**src/rtl/uart_rx_pkg.sv**
```systemverilog
// uart_rx_pkg: shared state encoding and constants for the UART receiver control stage
package uart_rx_pkg;
  typedef enum logic [2:0] {IDLE, START, DATA, PARITY, STOP} state_e;
  localparam logic PAR_EVEN = 1'b0;
  localparam logic PAR_ODD = 1'b1;
  localparam logic [4:0] PRESC_8 = 5'd8;
  localparam logic [4:0] PRESC_16 = 5'd16;
endpackage

```
**src/rtl/uart_rx_if.sv**
```systemverilog
// uart_rx_if: serial line, frame config, sampler handshake and received-word outputs
interface uart_rx_if #(parameter int DATA_WIDTH = 8);
  logic                  RX_IN;
  logic [4:0]            Prescale;
  logic                  PAR_EN;
  logic                  PAR_TYP;
  logic                  sampled_bit;
  logic                  data_samp_en;
  logic [4:0]            edge_cnt;
  logic [DATA_WIDTH-1:0] P_DATA;
  logic                  data_valid;
  logic                  par_err;
  logic                  stp_err;
  modport master (output RX_IN, Prescale, PAR_EN, PAR_TYP, sampled_bit,
                  input data_samp_en, edge_cnt, P_DATA, data_valid, par_err, stp_err);
  modport slave (input RX_IN, Prescale, PAR_EN, PAR_TYP, sampled_bit,
                 output data_samp_en, edge_cnt, P_DATA, data_valid, par_err, stp_err);
endinterface

```
**src/rtl/uart_rx_edge_bit_counter.sv**
```systemverilog
// edge_bit_counter: oversampling edge index within a bit and data-bit index within a frame
module edge_bit_counter #(parameter int BW = 3) (
  input  logic          CLK,
  input  logic          RST,
  input  logic          en_i,
  input  logic          clr_i,
  input  logic          bit_en_i,
  input  logic          bit_clr_i,
  input  logic [4:0]    last_i,
  output logic [4:0]    edge_cnt_o,
  output logic [BW-1:0] bit_cnt_o,
  output logic          wrap_o
);
  logic [4:0] edge_q, edge_d;
  logic [BW-1:0] bit_q, bit_d;
  always_comb begin
    wrap_o = edge_q == last_i;
    edge_d = clr_i ? '0 : en_i ? (wrap_o ? '0 : edge_q + 5'd1) : edge_q;
    bit_d = bit_clr_i ? '0 : (bit_en_i && wrap_o) ? bit_q + 1'b1 : bit_q;
  end
  always_ff @(posedge CLK) begin
    if (!RST) begin
      edge_q <= '0;
      bit_q <= '0;
    end else begin
      edge_q <= edge_d;
      bit_q <= bit_d;
    end
  end
  assign edge_cnt_o = edge_q;
  assign bit_cnt_o = bit_q;
endmodule

```
**src/rtl/uart_rx_ctrl.sv**
```systemverilog
// uart_rx_ctrl: start detection, sampler timing, LSB-first deserializer and parity/stop checks
module uart_rx_ctrl import uart_rx_pkg::*; #(parameter int DATA_WIDTH = 8) (
  input logic     CLK,
  input logic     RST,
  uart_rx_if.slave bus
);
  localparam int BW = DATA_WIDTH > 1 ? $clog2(DATA_WIDTH) : 1;
  state_e state_q, state_d;
  logic p16_q, p16_d, pen_q, pen_d, ptyp_q, ptyp_d;
  logic dv_q, dv_d, perr_q, perr_d, serr_q, serr_d;
  logic [DATA_WIDTH-1:0] shift_q, shift_d, data_q, data_d;
  logic [4:0] edge_cnt, last, sp;
  logic [BW-1:0] bit_cnt;
  logic wrap, at_sp;
  assign last = p16_q ? 5'd15 : 5'd7;
  assign sp = p16_q ? 5'd10 : 5'd6;
  assign at_sp = edge_cnt == sp;
  edge_bit_counter #(.BW(BW)) u_cnt (
    .CLK(CLK), .RST(RST),
    .en_i(state_q != IDLE),
    .clr_i(state_q == IDLE || state_d == IDLE),
    .bit_en_i(state_q == DATA),
    .bit_clr_i(state_q != DATA),
    .last_i(last),
    .edge_cnt_o(edge_cnt),
    .bit_cnt_o(bit_cnt),
    .wrap_o(wrap)
  );
  always_comb begin
    state_d = state_q;
    p16_d = p16_q;
    pen_d = pen_q;
    ptyp_d = ptyp_q;
    perr_d = perr_q;
    serr_d = serr_q;
    shift_d = shift_q;
    data_d = data_q;
    dv_d = 1'b0;
    case (state_q)
      IDLE: if (!bus.RX_IN) begin
        state_d = START;
        p16_d = bus.Prescale != PRESC_8;
        pen_d = bus.PAR_EN;
        ptyp_d = bus.PAR_TYP;
        perr_d = 1'b0;
        serr_d = 1'b0;
      end
      START: state_d = (at_sp && bus.sampled_bit) ? IDLE : wrap ? DATA : START;
      DATA: begin
        if (at_sp) shift_d = {bus.sampled_bit, shift_q[DATA_WIDTH-1:1]};
        if (wrap && bit_cnt == BW'(DATA_WIDTH - 1)) state_d = pen_q ? PARITY : STOP;
      end
      PARITY: begin
        if (at_sp) perr_d = bus.sampled_bit != (ptyp_q == PAR_ODD ? ~^shift_q : ^shift_q);
        if (wrap) state_d = STOP;
      end
      STOP: if (at_sp) begin
        // leave half a bit early so a back-to-back start bit is not missed
        serr_d = ~bus.sampled_bit;
        data_d = (!perr_q && bus.sampled_bit) ? shift_q : data_q;
        dv_d = !perr_q && bus.sampled_bit;
        state_d = IDLE;
      end
      default: state_d = IDLE;
    endcase
  end
  always_ff @(posedge CLK) begin
    if (!RST) begin
      state_q <= IDLE;
      {p16_q, pen_q, ptyp_q, dv_q, perr_q, serr_q} <= '0;
      shift_q <= '0;
      data_q <= '0;
    end else begin
      state_q <= state_d;
      p16_q <= p16_d;
      pen_q <= pen_d;
      ptyp_q <= ptyp_d;
      dv_q <= dv_d;
      perr_q <= perr_d;
      serr_q <= serr_d;
      shift_q <= shift_d;
      data_q <= data_d;
    end
  end
  assign bus.data_samp_en = state_q != IDLE;
  assign bus.edge_cnt = edge_cnt;
  assign bus.P_DATA = data_q;
  assign bus.data_valid = dv_q;
  assign bus.par_err = perr_q;
  assign bus.stp_err = serr_q;
endmodule
```
**src/flat_wrapper.sv**
```systemverilog
// flat-port wrapper written by rule: the top's interface ports become plain ports
module uart_rx_ctrl_flat import uart_rx_pkg::*;
#(parameter int DATA_WIDTH = 8)
  (CLK, RST, bus_RX_IN, bus_Prescale, bus_PAR_EN, bus_PAR_TYP, bus_sampled_bit, bus_data_samp_en, bus_edge_cnt, bus_P_DATA, bus_data_valid, bus_par_err, bus_stp_err);
  uart_rx_if #(.DATA_WIDTH(DATA_WIDTH)) bus_i ();
  input logic CLK;
  input logic RST;
  input wire logic [$bits(bus_i.RX_IN)-1:0] bus_RX_IN;
  input wire logic [$bits(bus_i.Prescale)-1:0] bus_Prescale;
  input wire logic [$bits(bus_i.PAR_EN)-1:0] bus_PAR_EN;
  input wire logic [$bits(bus_i.PAR_TYP)-1:0] bus_PAR_TYP;
  input wire logic [$bits(bus_i.sampled_bit)-1:0] bus_sampled_bit;
  output wire logic [$bits(bus_i.data_samp_en)-1:0] bus_data_samp_en;
  output wire logic [$bits(bus_i.edge_cnt)-1:0] bus_edge_cnt;
  output wire logic [$bits(bus_i.P_DATA)-1:0] bus_P_DATA;
  output wire logic [$bits(bus_i.data_valid)-1:0] bus_data_valid;
  output wire logic [$bits(bus_i.par_err)-1:0] bus_par_err;
  output wire logic [$bits(bus_i.stp_err)-1:0] bus_stp_err;
  assign bus_i.RX_IN = bus_RX_IN;
  assign bus_i.Prescale = bus_Prescale;
  assign bus_i.PAR_EN = bus_PAR_EN;
  assign bus_i.PAR_TYP = bus_PAR_TYP;
  assign bus_i.sampled_bit = bus_sampled_bit;
  assign bus_data_samp_en = bus_i.data_samp_en;
  assign bus_edge_cnt = bus_i.edge_cnt;
  assign bus_P_DATA = bus_i.P_DATA;
  assign bus_data_valid = bus_i.data_valid;
  assign bus_par_err = bus_i.par_err;
  assign bus_stp_err = bus_i.stp_err;
  uart_rx_ctrl #(.DATA_WIDTH(DATA_WIDTH)) u_core (.CLK(CLK), .RST(RST), .bus(bus_i));
endmodule
```
**config.mk**
```make
export PLATFORM = sky130hd
export DESIGN_NAME = uart_rx_ctrl_flat
export DESIGN_NICKNAME = d
export VERILOG_FILES = /design/src/rtl/uart_rx_pkg.sv /design/src/rtl/uart_rx_if.sv /design/src/rtl/uart_rx_edge_bit_counter.sv /design/src/rtl/uart_rx_ctrl.sv /design/src/flat_wrapper.sv
export SDC_FILE = /design/constraint.sdc
export NUM_CORES = 1
export LEC_CHECK = 0
export CAP_MARGIN = 20
export CELL_PAD_IN_SITES_DETAIL_PLACEMENT = 1
export CELL_PAD_IN_SITES_GLOBAL_PLACEMENT = 2
export CORE_MARGIN = 1.5
export CORE_UTILIZATION = 28
export DETAILED_ROUTE_END_ITERATION = 8
export PLACE_DENSITY = 0.65
export SLEW_MARGIN = 30
export SYNTH_ARGS = -nofsm -noshare
export SYNTH_HDL_FRONTEND = slang
export SYNTH_SLANG_ARGS = --single-unit
```
**constraint.sdc**
```tcl
create_clock -name CLK -period 4.1 [get_ports CLK]
set_input_delay 0.82 -clock CLK [delete_from_list [all_inputs] [get_ports CLK]]
set_output_delay 0.82 -clock CLK [all_outputs]
set_load 0.1 [all_outputs]
```
==> impl_results.md <==
* Crit path max fanout at 11
* Vias in the first global route at 1306
* TritonRoute pass-1 iters at 4
* GRT overflow at 0
* Post-synth top area cell: dfxtp_1
* CTS Hold Bufs at 0
* Io pins at 28
* Status: completed
* Post-synth EDFFs at 0
* Starting DRT DRC Count at 60
* Post-route ant nets at 0
* Detailed-route DRC error count at 0
* Routed vias at 1268
* Syn Nets at 175
* Critical Path RT at 3280 ps
* CTS tree: done
* Seq cells post-synth at 33
* Worst Skew at 6.656 ps
* Buffers on Ports at 27
* Critical path launch point type: flop
* Core ar. at 5851 um2
* Worst-skew pair later-pin latency at 280 ps
* Initial antenna violation count at 0
* Share of cells above drive strength 1 at 10.16%
* Postcts setup bufs at 0
* Pwr Density at 302.8 nW/um2
* Synth async-reset ratio at 0%
* Crit-path cells: or3_1, clkdlybuf4s50_1
* Routed wire length at 3.964 mm
* VDD IR-drop max at 0.0001716 V
* Fillers at 665
* Final Critical Period at 3152 ps
* Slew Limit Fails at 0
* WS Path Type: reg2out
* Root buffer cell: clkbuf_8
* Worst Path Arrival at 2330 ps
* Rows at 28
* Clock sink total at 33
* Final worst path period share at 76.88%
* Die area at 6494 um2
* Cts repair resizes at 0
* Mean Syn Cell Area at 10.53 um2
* GRT Util Overall at 13.85%
* Wire per inst at 15.13 um
* Clk slew on worst S/H paths at 70 ps
* Max H-tree Level at 2
* Synth area leaders: dfxtp_1 39%, mux2i_1 12%, nor2b_1 7.8%
* Distinct cell type count after synthesis at 46
* Final setup TNS at 0 ps
* Area grow syn2layout at 24.94%
* Relative slew slack at 34.94%
* Largest net degree at the start of global routing at 27
* RD Place Congestion at 0.8877
* Die Wd at 80.59 um
* First-pass GRT wire length at 6.679 mm
* Ys Warns at 0
* Post-synthesis sequential area ratio at 39.20%
* Synth Instances at 160
* Unrepaired setup endpoints after global routing: false
* Max incr delay on CP at 1170 ps
* Crit. End Element: primary output
* Number of diodes at 0
* Area after DPL at 2016 um2
* Initial Utilization at 28.81%
* Mapped Area at 1685 um2
* HPWL after DPL at 2.900 mm
* Chip height at 80.59 um
* Max Freq at 0.3172 GHz
* Fin util at 35.99%
* Nets at 202
* Finished layout cell area at 2106 um2
* Post-synth top flop: dfxtp_1
* Synth top area share at 39.20%
* Most frequent cells after synthesis: 33 x dfxtp_1, 21 x nor2b_1, 20 x mux2i_1
* Slowest-stage cell, CP: clkdlybuf4s50_1
* Max-cap violation count at 0
* Most numerous cell in the Yosys netlist: dfxtp_1
* Final setup viols at 0
* Maximum clock path buffer count at 2
* Fin. Hold Viols at 0
* Vias/cell at 4.840
* Leak at 0.8364 nW
* CTS Buf Count at 5
* Worst-margin pin slew at 972.9 ps
* HP Class: reg2reg
-- routing by layer --
layer	up-vias	share of wire (%)	global-route usage [%]
li1	626	-	-
met1	612	48	17.42
met2	24	46	22.35
met3	6	4.0	3.864
met4	0	1.6	5.172
met5	-	0	0
-- where the power goes --
part,switching [mW],total (mW),internal [mW]
sequential,0.00496,0.329,0.324
combinational,0.0333,0.0600,0.0267
clock,0.116,0.249,0.133
-- through the flow --
stage | hold slack [ps] | instances | power (mW) | worst slack [ps]
finish | 511.4 | 262 | 0.6376 | 947.9
global route | 563.5 | 262 | 0.6708 | 843.0
CTS | 529.8 | 262 | 0.6488 | 954.9
detailed placement | 513.5 | 255 | 0.3967 | 1274
global placement | 478.8 | 255 | 0.3957 | 1306
floorplan | 464.6 | 160 | 0.3769 | 1734
-- path summary, 6_finish.rpt --
| path | from | end | slack, ps | depth (start not counted) |
|---|---|---|---|---|
| worst max-delay path | u_core.state_q[1] | bus_data_samp_en | 950 | 2 |
| worst min-delay path | u_core.u_cnt.bit_cnt_o[2] | u_core.u_cnt.bit_cnt_o[2] | 510 | 2 |
| worst max register to register | u_core.u_cnt.edge_cnt_o[0] | u_core.state_q[1] | 2150 | 5 |
| worst min register to register | u_core.u_cnt.bit_cnt_o[2] | u_core.u_cnt.bit_cnt_o[2] | 510 | 2 |
-- cell type report --
type / count / area, um2 / area share (%)
clock inverter: 1 / 7.507 / 0.3565
inverter: 3 / 11.26 / 0.5348
tap: 75 / 93.84 / 4.456
clock buffer: 6 / 82.58 / 3.922
sequential: 33 / 660.6 / 31.37
multi-input combinational: 116 / 972.2 / 46.17
timing repair buffer: 28 / 277.8 / 13.19
-- critical path, delay by kind of cell, from the launching register on --
kind | cells | cell delay [ps]
flip-flops | 1 | 610
AND/OR/NAND/NOR | 1 | 270
buffers and inverters | 1 | 1170
-- sequential cells by signal, summed over array words and instances, names as in the netlist --
signal                   count
u_core.bus.stp_err           1
u_core.u_cnt.edge_cnt_o      5
u_core.bus.data_valid        1
u_core.bus.par_err           1
u_core.ptyp_q                1
u_core.pen_q                 1
u_core.state_q               3
u_core.bus.P_DATA            8
u_core.p16_q                 1
u_core.shift_q               8
u_core.u_cnt.bit_cnt_o       3
-- placed cells by master (no fill, tap or decap), types with 2 or more instances in the layout --
cell type	n
o2111a_1	2
o21ai_0	2
nand2_1	3
mux2i_1	20
o21a_1	3
inv_1	3
clkdlybuf4s50_1	27
or3_1	2
xnor2_1	8
and3b_1	2
o2111ai_4	2
dfxtp_1	33
a21oi_1	2
ha_1	4
nor2b_1	21
nor2_1	8
nand3_1	4
clkbuf_8	6
xor2_1	2
nor3_1	6
-- kinds of logic after synthesis --
group | Yosys count | share of synthesized area (%)
muxes | 20 | 11.88
AOI/OAI and AO/OA | 22 | 13.59
DFF | 33 | 39.20
buffers and inverters | 11 | 3.118
xor gates and xnor gates | 11 | 6.533
and+or+nand+nor | 59 | 22.72
adders and majority gates | 4 | 2.970
Power figures use the tool's default switching activity.
